## src/rtl/imem_dmem_arbiter.sv

```systemverilog
// Purpose : shares one single-port memory between instruction fetch and data access,
//           data first, with fetch anti-starvation and a bus-timeout watchdog.
// Latency : 3 cycles minimum per access (IDLE grant, BUSY with mem_rdy, DONE ack);
//           requesters hold req until their one-cycle ack, memory may stall BUSY for
//           up to TIMEOUT+1 cycles before the access is aborted with bus_err.
// Ports   : clock/reset (sync, active-high); i_req/i_addr -> i_rdata/i_ack (fetch);
//           d_req/d_we/d_addr/d_wdata -> d_rdata/d_ack (load/store); bus_err with a
//           timed-out ack; stall_if/stall_mem for pipeline registers; mem_* to memory.
module imem_dmem_arbiter #(
  parameter int STARVE_MAX = 4,
  parameter int TIMEOUT    = 255
) (
  input  logic        clock,
  input  logic        reset,
  input  logic        i_req,
  input  logic [31:0] i_addr,
  output logic [31:0] i_rdata,
  output logic        i_ack,
  input  logic        d_req,
  input  logic        d_we,
  input  logic [31:0] d_addr,
  input  logic [31:0] d_wdata,
  output logic [31:0] d_rdata,
  output logic        d_ack,
  output logic        bus_err,
  output logic        stall_if,
  output logic        stall_mem,
  output logic        mem_req,
  output logic        mem_we,
  output logic [31:0] mem_addr,
  output logic [31:0] mem_wdata,
  input  logic [31:0] mem_rdata,
  input  logic        mem_rdy
);

  localparam int SW = (STARVE_MAX < 1) ? 1 : $clog2(STARVE_MAX + 1);
  localparam int TW = (TIMEOUT < 1) ? 1 : $clog2(TIMEOUT + 1);

  typedef enum logic [1:0] {
    IDLE = 2'd0,
    BUSY = 2'd1,
    DONE = 2'd2
  } state_t;

  state_t        state;
  state_t        state_nxt;
  logic          owner_d;     // 1 = current access belongs to data port
  logic          lat_we;
  logic [31:0]   lat_addr;
  logic [31:0]   lat_wdata;
  logic [SW-1:0] streak;
  logic [TW-1:0] tcnt;
  logic          err;

  logic grant_data;
  logic streak_full;
  logic timeout_hit;

  assign streak_full = (streak == SW'(STARVE_MAX));
  assign timeout_hit = (tcnt == TW'(TIMEOUT));
  // Data wins ties unless fetch has already been passed over STARVE_MAX times in a row.
  assign grant_data  = d_req && !(i_req && streak_full);

  // Stall path is deliberately just req and ack.
  assign stall_if  = i_req & ~i_ack;
  assign stall_mem = d_req & ~d_ack;

  always_comb begin
    state_nxt = state;
    case (state)
      IDLE:    if (i_req || d_req) state_nxt = BUSY;
      BUSY:    if (mem_rdy || timeout_hit) state_nxt = DONE;
      DONE:    state_nxt = IDLE;
      default: state_nxt = IDLE;
    endcase
  end

  always_comb begin
    mem_req   = 1'b0;
    mem_we    = 1'b0;
    mem_addr  = '0;
    mem_wdata = '0;
    i_ack     = 1'b0;
    d_ack     = 1'b0;
    bus_err   = 1'b0;
    if (state == BUSY) begin
      mem_req   = 1'b1;
      mem_we    = lat_we;
      mem_addr  = lat_addr;
      mem_wdata = lat_wdata;
    end
    if (state == DONE) begin
      i_ack   = ~owner_d;
      d_ack   = owner_d;
      bus_err = err;
    end
  end

  always_ff @(posedge clock) begin
    if (reset) begin
      state     <= IDLE;
      owner_d   <= 1'b0;
      lat_we    <= 1'b0;
      lat_addr  <= '0;
      lat_wdata <= '0;
      streak    <= '0;
      tcnt      <= '0;
      err       <= 1'b0;
      i_rdata   <= '0;
      d_rdata   <= '0;
    end else begin
      state <= state_nxt;
      case (state)
        IDLE: begin
          if (i_req || d_req) begin
            owner_d <= grant_data;
            tcnt    <= '0;
            err     <= 1'b0;
            if (grant_data) begin
              lat_we    <= d_we;
              lat_addr  <= d_addr;
              lat_wdata <= d_wdata;
              // Streak only grows while fetch is actually waiting.
              if (i_req) begin
                if (!streak_full) streak <= streak + 1'b1;
              end else begin
                streak <= '0;
              end
            end else begin
              lat_we    <= 1'b0;
              lat_addr  <= i_addr;
              lat_wdata <= '0;
              streak    <= '0;
            end
          end
        end
        BUSY: begin
          if (mem_rdy) begin
            // Stores complete without touching the load data register.
            if (!lat_we) begin
              if (owner_d) d_rdata <= mem_rdata;
              else         i_rdata <= mem_rdata;
            end
          end else if (timeout_hit) begin
            if (owner_d) d_rdata <= '0;
            else         i_rdata <= '0;
            err <= 1'b1;
          end else begin
            tcnt <= tcnt + 1'b1;
          end
        end
        default: ;
      endcase
    end
  end

endmodule

```

## config.mk

```make
export PLATFORM = sky130hd
export DESIGN_NAME = imem_dmem_arbiter
export DESIGN_NICKNAME = d
export VERILOG_FILES = /design/src/rtl/imem_dmem_arbiter.sv
export SDC_FILE = /design/constraint.sdc
export NUM_CORES = 1
export LEC_CHECK = 0
export CAP_MARGIN = 25
export CORE_UTILIZATION = 45
export CTS_BUF_LIST = sky130_fd_sc_hd__clkbuf_4 sky130_fd_sc_hd__clkbuf_8 sky130_fd_sc_hd__clkbuf_16
export DETAILED_ROUTE_END_ITERATION = 8
export HOLD_SLACK_MARGIN = 0.1
export MAX_ROUTING_LAYER = met4
export PLACE_DENSITY = 0.94
export SYNTH_ARGS = -nofsm -noshare
export SYNTH_HDL_FRONTEND = slang
export SYNTH_SLANG_ARGS = --single-unit
export TNS_END_PERCENT = 1
```

## constraint.sdc

```tcl
create_clock -name clock -period 2.7 [get_ports clock]
set_input_delay 0.675 -clock clock [delete_from_list [all_inputs] [get_ports clock]]
set_output_delay 0.675 -clock clock [all_outputs]
set_load 0.005 [all_outputs]
```

Yosys cells after proc, flatten, opt, wreduce, memory -nomap -nowiden
Cells that the tools add are included.
Word-level totals
  register bits after elaboration: 144
  output and inout port bits: 135
  logic and storage cells: 77
Operators by class
  add/sub/neg operators: 2
  equal/unequal tests: 11
  muxes and demuxes: 34
  bitwise logic cells: 5
  reductions and logical operators: 15
Operator list (number)
  two-way mux 32 bit: 14
  two-way mux 8 bit: 3
  one-hot mux 8 bit (2 select lines): 1
  AND reduction 4 bit: 4
  inequality test 2 bit, second input constant: 6
  two-way mux 1 bit: 9
  two-way mux 3 bit: 3
  adder 8 x 1 -> 8 bit, second input constant: 1
  == test 8 bit, second input constant: 1
  two-way mux 2 bit: 2
  one-hot mux 2 bit (2 select lines): 1
  AND reduction 2 bit: 2
  nonzero test 2 bit: 2
  adder 3 x 1 -> 3 bit, second input constant: 1
  == test 3 bit, second input constant: 1
  inequality test 3 bit, second input constant: 1
  inverter 1 bit: 3
  AND reduction 3 bit: 1
  AND 1 bit: 2
  == test 2 x 1 -> 1 bit, second input constant: 1
  == test 2 bit, second input constant: 1
  logical AND 1 bit: 2
  logical NOT 2 bit: 1
  logical OR 1 bit: 2
  other kinds (2): 2

Logic depth before layout (Yosys ltp)
  depth in word-level cells: 6
  gate-level depth with buffers: 8
  mapped depth without buffers: 6

Worst setup path before layout
Ideal clock, no wire load.
  kind: register to output
  start point: register state[0]
  end point: output port mem_addr[0]
  arrival time: 1.195 ns
  data required time: 2.025 ns
  setup slack: 0.830 ns
  cell stages (with the launch flop): 7
  buffers on the path: 3
  cell sequence: dfxtp_1 buf_6 nand2b_4 inv_1 clkbuf_1 clkbuf_1 and2_1
On the way
  longest elaborated chain between the ends: 2
RTL lines
  start, declared: line 45  | state_t state;
  start signal, assigned: line 112  | state <= state_nxt;
  == test 2 x 1 -> 1 bit: line 86  | if (state == BUSY) begin
  two-way mux 32 bit: line 86
  end, declared: line 30  | output logic [31:0] mem_addr,
Every way passes these cells.

Worst setup path after layout
  start point: register state[0]
  end point: output port mem_wdata[5]
On the way
  longest elaborated chain between the ends: 2
RTL lines
  == test 2 x 1 -> 1 bit: line 86
  two-way mux 32 bit: line 86
  end, declared: line 31  | output logic [31:0] mem_wdata,
Every way passes these cells.

==> impl_results.md <==
* Die width at between 100 and 150 microns
* WP data arrival at approximately 1900 ps
* TritonCTS Sinks at 144
* Initial DRT Pass Iterations at 5
* Combinational power share at 0.149
* Final weighted congestion in routability-driven placement at roughly 0.9
* Per-cell via count in the routed design at between 5 and 6
* Status: complete, no violations
* Area inside the core boundary at approximately 0.013 sq mm
* Post-route minimum period at approximately 2600 ps
* Most frequently used flop master after synthesis: dfxtp_1
* Leakage power summed over all cells at 0.003465 uW
* Wire length of the first global-routing pass at 26880 microns
* Number of instances in the synthesized netlist at approximately 650
* Congestion Overflow GR at 0
* Kind of end point of the critical path: output port
* Synthesized net count at between 700 and 800
* Share of the synthesized area in the top cell type at 0.4848
* Critical path startpoint category: register
* Post-synthesis instance area at slightly below 0.006 sq mm
* Hold crit path type: reg -> reg
* 1st-iter DRT viols at roughly 450
* Starting Density at 0.4655
* Buffering stage count on the worst path with inverters included at 3
* Period utilisation layout at 0.9637
* Sequential share of the synthesized area at 0.4848
* Synth top area cells: dfxtp_1, a32o_1, and2_1
* Hold path start: lat_wdata[30]
* Synth Warn # at 0
* FF/Latch Area at 0.002888 sq mm
* Syn-to-layout area delta at 58.23%
* Cell type contributing the most total cell area after synthesis: dfxtp_1
* Part of the total power dissipated in sequential elements at 0.405
* Family with the most delay on the worst path: buffers and inverters
* Std cell rows at slightly above 40
* Setup clock skew after layout at 8.933 ps
* Vias at between 5000 and 6000
* Final hold violation count at 0
* Area of the die at 0.01368 sq mm
* Layout cells sized above 1 at 0.07363
* Required time of the critical path at ~2000 ps
* GRT Total Usage at 0.2666
* Total of endpoints with negative setup slack in the final report at 0
* Height of the chip at about 120 microns
* Via count of the first global-routing pass at between 5000 and 6000
* Net switching share of the total power at 0.2305
* Crit path kind: reg -> out
* Clock insertion delay at the later pin of the skew report at a little over 400 ps
* Reg-to-reg startpoint: state[1]
* Setup TNS Final at 0 ps
* Avg Synthesized Cell Area at 9.105 sq um
* Cell with the largest stage delay on the worst path: clkdlybuf4s50_1
* Area of the multi-input gates at 0.002721 sq mm
* Number of top-level design ports at about 270
* #FFs+latches synth at between 100 and 150
* H-tree level count at 4
* Buffer count from post-CTS setup fixing at 0
* # fillers at 850
* Share of flip-flops with an asynchronous set or reset at 0
* Total inserted antenna cells at 0
* TritonCTS clock tree: done
* Max-slew violations at 0
* Maximum fanout encountered on the critical timing path at 17
* Count of max-cap constraint violations at 0
* Pin count of the biggest net entering global routing at between 60 and 70
* Remaining design rule violation count at 0
* Cell variety after synth at between 40 and 50
* Detail Route Antenna Nets at 0
* Crit. Startpoint: state[0]
* EDFF count, synth at 0
* Number of antenna violations at the first check in global routing at 0
* Final-stage net count at slightly above 1000
* Worst-case hold slack at 444.9 ps
* Root buf cell: clkbuf_16
* Maximum VDD drop at around 0.41 mV
* Post-DP HPWL at ~12000 microns
* Cell-by-cell listing of the critical path: nand2b_4, clkinv_1, buf_4, and2_1, clkdlybuf4s50_1
* Power density over cell area at between 600 and 700 mW/mm^2
* Number of port buffers at ~270
* Average routed wire per standard cell at roughly 17 microns
* TritonCTS buffer count at 17
* Worst slew margin relative to its limit at 0.3871
* Total wirelength of the detailed-routed design at between 15000 and 20000 microns
* Maximum operating frequency at about 0.38 GHz
* Worst Tran Pin Value at slightly above 900 ps
* RSZ-0062 raised after global routing: false
* Share of total power in the clock network at 0.445
* Internal power at 4361 uW
* Clock transition at the registers of the reported paths at 60 ps
* Switching Power at approximately 1300 uW
* Deepest clock path buffer count at 2
* Peak per-stage delay on the critical path at 510 ps
[routing by layer]
layer,vias to the layer above,part of all wire,GRT usage
met2,263,0.51,0.4548
met1,2771,0.37,0.2837
met4,0,0.026,0.1190
li1,2835,-,-
met3,37,0.086,0.08342
met5,-,0,-
[cell usage after synthesis (all sizes together), types with 5 or more instances]
cell type and n:
a21oi 45, a311oi 32, a32o 64, and2 70, buf 35, clkbuf 26, dfxtp 144, inv 5
nand2 107, nand3 38, nor2 43
[power groups by stage]
stage                     clock (uW)  sequential (uW)  combinational, uW
final                           2520             2300                846
after global routing            2670             2310                919
after CTS                       2560             2300                850
after detailed placement           0             2340                840
after global placement             0             2340                826
after floorplan                    0             2330                399
[what timing repair did]
item,4_1_cts,5_1_grt
setup endpoints to repair,65,31
hold buffers,0,0
gates resized for setup,1,3
[stage by stage]
step	area (sq um)	setup WS [ps]	cells	power [uW]	utilization
finish	9408	98.03	1082	5668	0.7365
global route	9408	13.36	1082	5902	0.7365
CTS	9402	23.64	1082	5707	0.7360
detailed placement	8751	106.1	1050	3182	0.6851
global placement	8751	115.7	1050	3164	0.6851
floorplan	5946	829.7	653	2726	-
[cell usage in the layout (no fill, tap or decap), drive strengths merged, types with 19 or more instances in the layout]
master / n
clkdlybuf4s50: 266
dfxtp: 144
nand2: 107
and2: 70
a32o: 64
a21oi: 45
nor2: 43
nand3: 38
a311oi: 32
clkbuf: 23
buf: 19
[flip-flops by register name, indices dropped and copies added (netlist names)]
signal     count
lat_we         1
state          2
lat_addr      32
lat_wdata     32
tcnt           8
d_rdata       32
owner_d        1
streak         3
i_rdata       32
err            1
[area by class of cell]
class	count	share of cell area
tap	172	0.02288
sequential	144	0.3070
multi-input combinational	443	0.2893
inverter	5	0.001995
timing repair buffer	286	0.3099
clock buffer	23	0.05267
clock inverter	9	0.01636
[worst paths after layout]
kind | end | slack (ps) | cells past startpoint
setup / recovery | mem_wdata[5] | 100 | 5
hold reg to reg | lat_wdata[30] | 440 | 2
hold / removal | lat_wdata[30] | 440 | 2
setup reg to reg | d_rdata[9] | 590 | 6
[kinds of logic after synthesis]
| family | Yosys count | share of synthesized area |
|---|---|---|
| mux | 1 | 0.001894 |
| simple gates | 283 | 0.2319 |
| compound gates | 156 | 0.2161 |
| fa+ha+maj | 3 | 0.006314 |
| flops | 144 | 0.4848 |
| buf+inv | 66 | 0.05892 |
[worst register-to-register path, cell delays in order, from the launching register on]
cell and delay (ps):
dfxtp_2 360, nand2b_4 160, clkinv_1 120, buf_4 210, and2_1 210, a21oi_4 730
a32o_1 260
Power figures use the tool's default switching activity.
